## config.mk

```make
export PLATFORM = sky130hd
export DESIGN_NAME = level_channel_arbiter_flat
export DESIGN_NICKNAME = d
export VERILOG_FILES = /design/src/rtl/level_channel_arbiter_pkg.sv /design/src/rtl/level_channel_arbiter_if.sv /design/src/rtl/round_robin_grant.sv /design/src/rtl/level_channel_arbiter.sv /design/src/flat_wrapper.sv
export SDC_FILE = /design/constraint.sdc
export NUM_CORES = 1
export LEC_CHECK = 0
export CAP_MARGIN = 30
export CORE_UTILIZATION = 55
export CTS_BUF_LIST = sky130_fd_sc_hd__clkbuf_4
export CTS_CLUSTER_SIZE = 14
export DETAILED_ROUTE_END_ITERATION = 7
export PLACE_DENSITY = 0.83
export SYNTH_ARGS = -nofsm -noshare
export SYNTH_HDL_FRONTEND = slang
export SYNTH_SLANG_ARGS = --single-unit
```

## constraint.sdc

```tcl
create_clock -name clk -period 2.64 [get_ports clk]
set_input_delay 0.264 -clock clk [delete_from_list [all_inputs] [get_ports clk]]
set_output_delay 0.264 -clock clk [all_outputs]
set_load 0.03 [all_outputs]
```

## src/rtl/level_channel_arbiter_pkg.sv

```systemverilog
// Shared level-meter definitions: default sample width and a clog2 helper
// that never returns less than one bit.
package level_channel_arbiter_pkg;

   localparam int DEFAULT_WIDTH = 16;

   function automatic int clog2_min1(input int n);
      int r;
      r = 0;
      for (int i = 0; i < 30; i++) begin
         if ((1 << i) < n) r = i + 1;
      end
      return (r < 1) ? 1 : r;
   endfunction

endpackage

```

## src/rtl/level_channel_arbiter_if.sv

```systemverilog
// Handshake bundle between level sources, the arbiter and the downstream
// record consumer; slave is the arbiter side, master the environment side.
interface level_channel_arbiter_if
   import level_channel_arbiter_pkg::*;
#(
   parameter int width    = DEFAULT_WIDTH,
   parameter int channels = 2
);

   localparam int CW = clog2_min1(channels);

   logic [channels-1:0]       i_valid;
   logic [channels-1:0]       i_ready;
   logic [channels*width-1:0] i_value;
   logic                      o_valid;
   logic                      o_ready;
   logic [width-1:0]          o_value;
   logic [width-1:0]          o_peak;
   logic [CW-1:0]             o_channel;

   modport slave (
      input  i_valid, i_value, o_ready,
      output i_ready, o_valid, o_value, o_peak, o_channel
   );

   modport master (
      output i_valid, i_value, o_ready,
      input  i_ready, o_valid, o_value, o_peak, o_channel
   );

endinterface

```

## src/rtl/round_robin_grant.sv

```systemverilog
// Cyclic priority pick: one-hot grant to the first requester at or after ptr,
// wrapping past the top channel. Purely combinational.
module round_robin_grant #(
   parameter int channels = 2,
   parameter int ptr_w    = 1
) (
   input  logic [channels-1:0] req_i,
   input  logic [ptr_w-1:0]    ptr_i,
   output logic [channels-1:0] grant_o
);

   logic hi_hit;
   logic any_hit;

   // First pass covers ptr..top, second pass wraps around to 0..ptr-1.
   always_comb begin
      grant_o = '0;
      hi_hit  = 1'b0;
      any_hit = 1'b0;
      for (int i = 0; i < channels; i++) begin
         if (!hi_hit && req_i[i] && (i >= int'(ptr_i))) begin
            grant_o[i] = 1'b1;
            hi_hit     = 1'b1;
         end
      end
      any_hit = hi_hit;
      for (int i = 0; i < channels; i++) begin
         if (!any_hit && req_i[i]) begin
            grant_o[i] = 1'b1;
            any_hit    = 1'b1;
         end
      end
   end

endmodule

```

## src/rtl/level_channel_arbiter.sv

```systemverilog
// Round-robin merge of per-channel level samples into one record stream with a
// per-channel peak-hold window; 1-cycle latency, full throughput, holds while o_ready low.
module level_channel_arbiter
   import level_channel_arbiter_pkg::*;
#(
   parameter int width        = DEFAULT_WIDTH,
   parameter int channels     = 2,
   parameter int hold_samples = 4
) (
   input  logic                   clk,
   input  logic                   reset,
   level_channel_arbiter_if.slave bus
);

   localparam int CW = clog2_min1(channels);
   localparam int NW = clog2_min1(hold_samples);

   logic [channels-1:0]       grant;
   logic [CW-1:0]             ptr_q, ptr_d;
   logic [CW-1:0]             grant_idx;
   logic                      out_free;
   logic                      take;
   logic [width-1:0]          sample;
   logic [width-1:0]          peak_sel;
   logic [channels*width-1:0] peak_upd;

   logic             o_valid_q, o_valid_d;
   logic [width-1:0] o_value_q, o_value_d;
   logic [width-1:0] o_peak_q, o_peak_d;
   logic [CW-1:0]    o_channel_q, o_channel_d;

   round_robin_grant #(
      .channels (channels),
      .ptr_w    (CW)
   ) u_rr (
      .req_i   (bus.i_valid),
      .ptr_i   (ptr_q),
      .grant_o (grant)
   );

   // The output register can take a new record whenever the old one leaves this cycle.
   assign out_free    = !o_valid_q || bus.o_ready;
   assign bus.i_ready = (reset || !out_free) ? '0 : grant;
   assign take        = out_free && (|grant) && !reset;

   always_comb begin
      grant_idx = '0;
      sample    = '0;
      peak_sel  = '0;
      for (int k = 0; k < channels; k++) begin
         if (grant[k]) begin
            grant_idx = CW'(k);
            sample    = bus.i_value[k*width +: width];
            peak_sel  = peak_upd[k*width +: width];
         end
      end
   end

   always_comb begin
      ptr_d = ptr_q;
      if (take) begin
         ptr_d = (grant_idx == CW'(channels - 1)) ? '0 : grant_idx + 1'b1;
      end
   end

   always_comb begin
      o_valid_d   = o_valid_q;
      o_value_d   = o_value_q;
      o_peak_d    = o_peak_q;
      o_channel_d = o_channel_q;
      if (take) begin
         o_valid_d   = 1'b1;
         o_value_d   = sample;
         o_peak_d    = peak_sel;
         o_channel_d = grant_idx;
      end else if (bus.o_ready) begin
         o_valid_d = 1'b0;
      end
   end

   always_ff @(posedge clk or posedge reset) begin
      if (reset) begin
         ptr_q       <= '0;
         o_valid_q   <= 1'b0;
         o_value_q   <= '0;
         o_peak_q    <= '0;
         o_channel_q <= '0;
      end else begin
         ptr_q       <= ptr_d;
         o_valid_q   <= o_valid_d;
         o_value_q   <= o_value_d;
         o_peak_q    <= o_peak_d;
         o_channel_q <= o_channel_d;
      end
   end

   for (genvar k = 0; k < channels; k++) begin : g_ch
      logic [width-1:0] peak_q, peak_d;
      logic [width-1:0] smp;
      logic [NW-1:0]    cnt_q, cnt_d;
      logic             hit;

      assign smp = bus.i_value[k*width +: width];
      assign hit = take && grant[k];

      // A zero count opens a fresh window, so the old peak is discarded.
      always_comb begin
         peak_d = peak_q;
         cnt_d  = cnt_q;
         if (hit) begin
            if ((cnt_q == '0) || (smp > peak_q)) peak_d = smp;
            cnt_d = (cnt_q == NW'(hold_samples - 1)) ? '0 : cnt_q + 1'b1;
         end
      end

      assign peak_upd[k*width +: width] = peak_d;

      always_ff @(posedge clk or posedge reset) begin
         if (reset) begin
            peak_q <= '0;
            cnt_q  <= '0;
         end else begin
            peak_q <= peak_d;
            cnt_q  <= cnt_d;
         end
      end
   end

   assign bus.o_valid   = o_valid_q;
   assign bus.o_value   = o_value_q;
   assign bus.o_peak    = o_peak_q;
   assign bus.o_channel = o_channel_q;

endmodule

```

## src/flat_wrapper.sv

```systemverilog
// flat-port wrapper written by rule: the top's interface ports become plain ports
module level_channel_arbiter_flat import level_channel_arbiter_pkg::*;
#(
   parameter int width        = DEFAULT_WIDTH,
   parameter int channels     = 2,
   parameter int hold_samples = 4
)
  (clk, reset, bus_i_valid, bus_i_value, bus_o_ready, bus_i_ready, bus_o_valid, bus_o_value, bus_o_peak, bus_o_channel);
  level_channel_arbiter_if #(.width(width), .channels(channels)) bus_i ();
  input  logic clk;
  input  logic reset;
  input wire logic [$bits(bus_i.i_valid)-1:0] bus_i_valid;
  input wire logic [$bits(bus_i.i_value)-1:0] bus_i_value;
  input wire logic [$bits(bus_i.o_ready)-1:0] bus_o_ready;
  output wire logic [$bits(bus_i.i_ready)-1:0] bus_i_ready;
  output wire logic [$bits(bus_i.o_valid)-1:0] bus_o_valid;
  output wire logic [$bits(bus_i.o_value)-1:0] bus_o_value;
  output wire logic [$bits(bus_i.o_peak)-1:0] bus_o_peak;
  output wire logic [$bits(bus_i.o_channel)-1:0] bus_o_channel;
  assign bus_i.i_valid = bus_i_valid;
  assign bus_i.i_value = bus_i_value;
  assign bus_i.o_ready = bus_o_ready;
  assign bus_i_ready = bus_i.i_ready;
  assign bus_o_valid = bus_i.o_valid;
  assign bus_o_value = bus_i.o_value;
  assign bus_o_peak = bus_i.o_peak;
  assign bus_o_channel = bus_i.o_channel;
  level_channel_arbiter #(.width(width), .channels(channels), .hold_samples(hold_samples)) u_core (.clk(clk), .reset(reset), .bus(bus_i));
endmodule
```

== Word-level counts from Yosys, hierarchy flattened ==
Index checks and enable logic that the tools add are counted.

* Bits in writable memories: 0
* Memories kept: 0
* Flip-flop bits (word level): 71
* Memory bits (read-only): 0
* Input bits: 37
* Output and inout port bits: 36
* Bits in latches: 0

* $lt $le $gt $ge: 3
* Reductions and logical operators: 22
* Div/mod/pow operators: 0
* Multiply operators: 0
* Bitwise operators: 0
* Add/sub/neg operators: 3
* Shift-type cells: 0
* Mux-type cells: 21
* Equality and inequality tests: 2

{| class="wikitable"
|+ Operators by type and width
! cell !! number
|-
| $mux W16 || 8
|-
| $gt A16 B16 Y1 || 2
|-
| $mux W1 || 10
|-
| $logic_and A1 B1 Y1 || 8
|-
| $logic_not A1 Y1 || 6
|-
| $mux W2 || 3
|-
| $add A2 B1 Y2 const B || 2
|-
| $eq A2 B2 Y1 const B || 2
|-
| $logic_not A2 Y1 || 2
|-
| $logic_or A1 B1 Y1 || 4
|-
| $reduce_bool A2 Y1 || 1
|-
| $reduce_or A2 Y1 || 1
|-
| $add A1 B1 Y1 const B || 1
|-
| $ge A1 B1 Y1 const A || 1
|}

== Depth between registers and ports, before layout ==
* Depth in word-level cells: 19
* Mapped depth: 10

== Cells and area by module ==
From an unflattened synthesis, not the netlist that was laid out.

* Cells, all modules: 445
* Area total of the unflattened synthesis: 4122.7 um^2

{| class="wikitable"
|+ Modules (own cells, without submodules)
! module !! seq. area each (um^2) !! times used !! cells an instance !! area each (um^2)
|-
| level_channel_arbiter || 1776.7 || 1 || 442 || 4103.9
|-
| round_robin_grant || 0.0 || 1 || 3 || 18.8
|}

== Least setup slack after synthesis ==
OpenSTA, ideal clock, no wires.

* Path type: reg-to-reg
* Start point: register u_core.g_ch[0].peak_q[15]
* End point: register u_core.g_ch[0].peak_q[10]
* Required time: 2.515 ns
* Buffers on the path: 2
* Path slack: 0.253 ns
* Cell stages (with the launch flop): 10
* Arrival: 2.262 ns
* Path through: dfrtp_1 inv_1 ha_1 nand4_2 or4_4 o21a_1 buf_4 nand2_4 buf_6 mux2_4

* Cells in the longest elaborated chain, start to end: 4

{| class="wikitable"
|+ Ends and longest elaborated chain
! item !! line !! text
|-
| start, declared || level_channel_arbiter.sv:98 || <nowiki>logic [width-1:0] peak_q, peak_d;</nowiki>
|-
| start signal, assigned || level_channel_arbiter.sv:123 || <nowiki>peak_q <= peak_d;</nowiki>
|-
| $gt A16 B16 Y1 || level_channel_arbiter.sv:111 || <nowiki>if ((cnt_q == '0) || (smp > peak_q)) peak_d = smp;</nowiki>
|-
| $logic_or A1 B1 Y1 || level_channel_arbiter.sv:111 ||
|-
| $mux W16 || level_channel_arbiter.sv:111 ||
|-
| $mux W16 || level_channel_arbiter.sv:110 || <nowiki>if (hit) begin</nowiki>
|-
| named net u_core.g_ch[0].peak_d[10] || level_channel_arbiter.sv:98 ||
|}

The timed path passes the listed nets, and every way through them passes these cells.
A chain may end at the register's enable or synchronous reset.

== Worst setup path in the final report ==
* Start point: register u_core.g_ch[0].peak_q[15]
* End point: register u_core.o_peak_q[15] (netlist: u_core.bus.o_peak[15])

* Cells in the longest elaborated chain, start to end: 6

{| class="wikitable"
|+ Ends and longest elaborated chain
! item !! line !! text
|-
| $gt A16 B16 Y1 || level_channel_arbiter.sv:111 ||
|-
| $logic_or A1 B1 Y1 || level_channel_arbiter.sv:111 ||
|-
| $mux W16 || level_channel_arbiter.sv:111 ||
|-
| $mux W16 (*) || level_channel_arbiter.sv:110 ||
|-
| $mux W16 (*) (2 in a row) || level_channel_arbiter.sv:51 || <nowiki>if (grant[k]) begin</nowiki>
|-
| end signal, assigned || level_channel_arbiter.sv:92 || <nowiki>o_peak_q <= o_peak_d;</nowiki>
|-
| end, declared || level_channel_arbiter.sv:29 || <nowiki>logic [width-1:0] o_peak_q, o_peak_d;</nowiki>
|}

Mark *: on every way between the ends. The rest lies on a longest branch, timed or not.

==> flow_summary.toml <==
[status]
run_status = "finished, final reports clean"

[global_routing]
track_usage_pct = 31.7
grt_pass1_vias = 3902
antenna_found_initial = 0
grt_overflow = 0
grt_max_degree = 69
grt_pass1_wl_mm = 18.8

[die]
start_util_pct = 57.4
pin_count = 73
die-height_um = 89.2
die_area_um2 = 7960
die_w_um = 89.2
coreArea_um2 = 7290
fp-row-count = 31

[logic_synthesis]
synth.top_cell.area_share_pct = 42.4
syn_area_um2 = 4190
synthMuxAreaShare_pct = 4.57
yosysSeqAreaShare_pct = 42.4
ys_seq_elements = 71
syn_area_per_cell_um2 = 9.34
ys_types = 40
synth_xor_area_share_pct = 0
synth_compound_area_share_pct = 19.9
syn_nets = 521
synth-simple-area-share_pct = 15.5
ys.flop_type = "dfrtp_1"
synth_top_family_by_area = "compound AO/OA/AOI/OAI gates"
yosysWarnings = 0
syn_inst = 448
synth_edf_count = 0
synthArstFlopShare_pct = 100
synth.largest_area_cell = "dfrtp_1"
synth.area.top_cells = "dfrtp_1, ha_1, nand2_1"
synth_most_common_cell = "dfrtp_1"
synth_fa_ha_area_share_pct = 10.8
synthTopCellsByCount = "dfrtp_1, nand2_1, inv_1, ha_1, nand3_1"

[clock_tree]
cts_tree = "yes"
htreeDepth = 3
cts-root-buf = "clkbuf_4"
hold_buffers = 0
clockBufferDepth = 2
cts.clk_slew.worst_paths_ns = 0.13
worstSkewPairLatency_ns = 0.45
cts_made_buffers = 9
clock_sinks = 71

[critical_path]
start_kind = "flip-flop"
crit_type = "flip-flop to flip-flop"
end_kind = "flip-flop"
crit_required_ns = 3.01
worstPathMaxFanout = 8
reg2reg_slack_ns = 0.09
critPathArrivalTime_ns = 2.92

[routing]
drc_errors = 0
ant_nets = 0
totalWireLength_mm = 12.3
vias = 4125
via_per_inst = 6.13
dr.pass1.iters = 5
drt_iter0_drc = 383
wl_per_cell_um = 18.2

[pwr]
pwr_density_cell_nw_per_um2 = 919
total_power_mw = 5.17
ir_worst_vdd_uv = 486
power.leakage_nw = 2.61

[sta]
maxSlewViolCount = 0
fin_worst_skew_ns = 0.0199
hold_violations = 0
fin_crit_ns = 2.55
fmax_ghz = 0.392
finalSetupViolCount = 0
slew_headroom_pct = 64.4
timing.hold.ws_ns = 0.134
fin_crit_sh_pct = 96.7
tightest_slew_ns = 0.535

[finish]
diodes = 0
fin_util_pct = 77.1
fillers = 501
areaGrowthSynthToFinish_pct = 34.3
nets = 642
design_area_um2 = 5620
layout-drive-gt1-share_pct = 20.0

[placed_design]
hpwlAfterDp_mm = 8.80
postPlaceCellArea_um2 = 5390
gp_congestion = 0.883
portBuffers = 72

[min_path]
hold_class = "primary input to async pin"

[flow_run]
drv_cap = 0
[cell usage in the layout (no fill, tap or decap), types with 2 or more instances in the layout]
master	netlist	final
dfrtp_1	71	71
clkdlybuf4s50_1	0	70
nand2_1	61	61
buf_4	2	58
inv_1	41	40
ha_1	36	36
nand3_1	32	32
o21ai_0	30	28
nor2_1	23	23
a22oi_1	17	17
o211ai_1	16	16
a31oi_1	16	16
a21oi_1	14	13
a41oi_1	16	12
mux2_4	9	9
clkbuf_4	0	9
nand4_1	7	7
mux2_2	5	5
nor2b_1	4	4
a41oi_2	0	4
or2_2	3	3
a21o_1	3	3
clkinv_4	0	3
buf_12	0	3
o21ai_2	1	2
or4_4	1	2
o21ai_1	1	2
o21a_1	2	2
nand3_2	2	2
clkinv_2	0	2
[report_power, final]
group / internal [mW] / switching [mW] / total [mW]
sequential: 1.50 / 0.325 / 1.83
clock: 0.289 / 0.427 / 0.716
combinational: 1.18 / 1.45 / 2.62
[final timing paths]
kind / startpoint / to / depth (start not counted)
max: u_core.g_ch[0].peak_q[15] / u_core.bus.o_peak[15] / 9
min: reset / u_core.bus.o_channel / 2
max reg2reg: u_core.g_ch[0].peak_q[15] / u_core.bus.o_peak[15] / 9
min reg2reg: u_core.bus.o_value[15] / u_core.bus.o_value[15] / 2
max in group asynchronous: reset / u_core.g_ch[0].peak_q[4] / 3
min in group clk: bus_i_value[18] / u_core.g_ch[1].peak_q[2] / 3
[area by class of cell]
| cell class | instances | area [um^2] | area share (%) |
|---|---|---|---|
| clock inverter | 7 | 73.8 | 1.31 |
| multi-input combinational | 312 | 2180 | 38.8 |
| sequential | 71 | 1780 | 31.6 |
| inverter | 41 | 154 | 2.74 |
| clock buffer | 9 | 67.6 | 1.20 |
| timing repair buffer | 134 | 1240 | 22.1 |
| tap | 99 | 124 | 2.20 |
[metrics by stage]
step	worst slack (ns)	cells	setup TNS, ns
finish	0.0873	673	0
detailed placement	-0.301	655	-8.41
global route	-0.0147	673	-0.0718
CTS	0.00932	671	0
floorplan	0.253	448	0
global placement	-0.284	655	-6.99
[flip-flops by register name, indices dropped and copies added, names as in the netlist]
signal                flops
u_core.g_ch.peak_q       32
u_core.bus.o_peak        16
u_core.bus.o_value       16
u_core.g_ch.cnt_q         4
u_core.bus.o_channel      1
u_core.bus.o_valid        1
u_core.ptr_q              1
[critical path: stages (launching register included)]
cell and delay, ns:
dfrtp_1 0.41, inv_1 0.06, ha_1 0.32, nand4_2 0.12, or4_4 0.57, o21a_1 0.30, buf_4 0.21, o21ai_1 0.18
a31oi_1 0.07, a41oi_1 0.24
[routing by layer]
metal | global-route usage [%] | part of all wire [%]
met5 | 0 | 0
met2 | 53.1 | 50
met4 | 12.0 | 2.3
met3 | 6.28 | 8.6
met1 | 40.8 | 39
[timing repair]
item | in CTS | in global routing
gates resized for setup | 0 | 11
buffers inserted | 0 | 1
setup endpoints to repair | 0 | 26
[cells by family after synthesis]
group,count (synthesis)
buffers and inverters,65
and+or+nand+nor,140
AOI/OAI and AO/OA,122
adders and majority gates,36
DFF,71
muxes,14
Power figures use the tool's default switching activity.
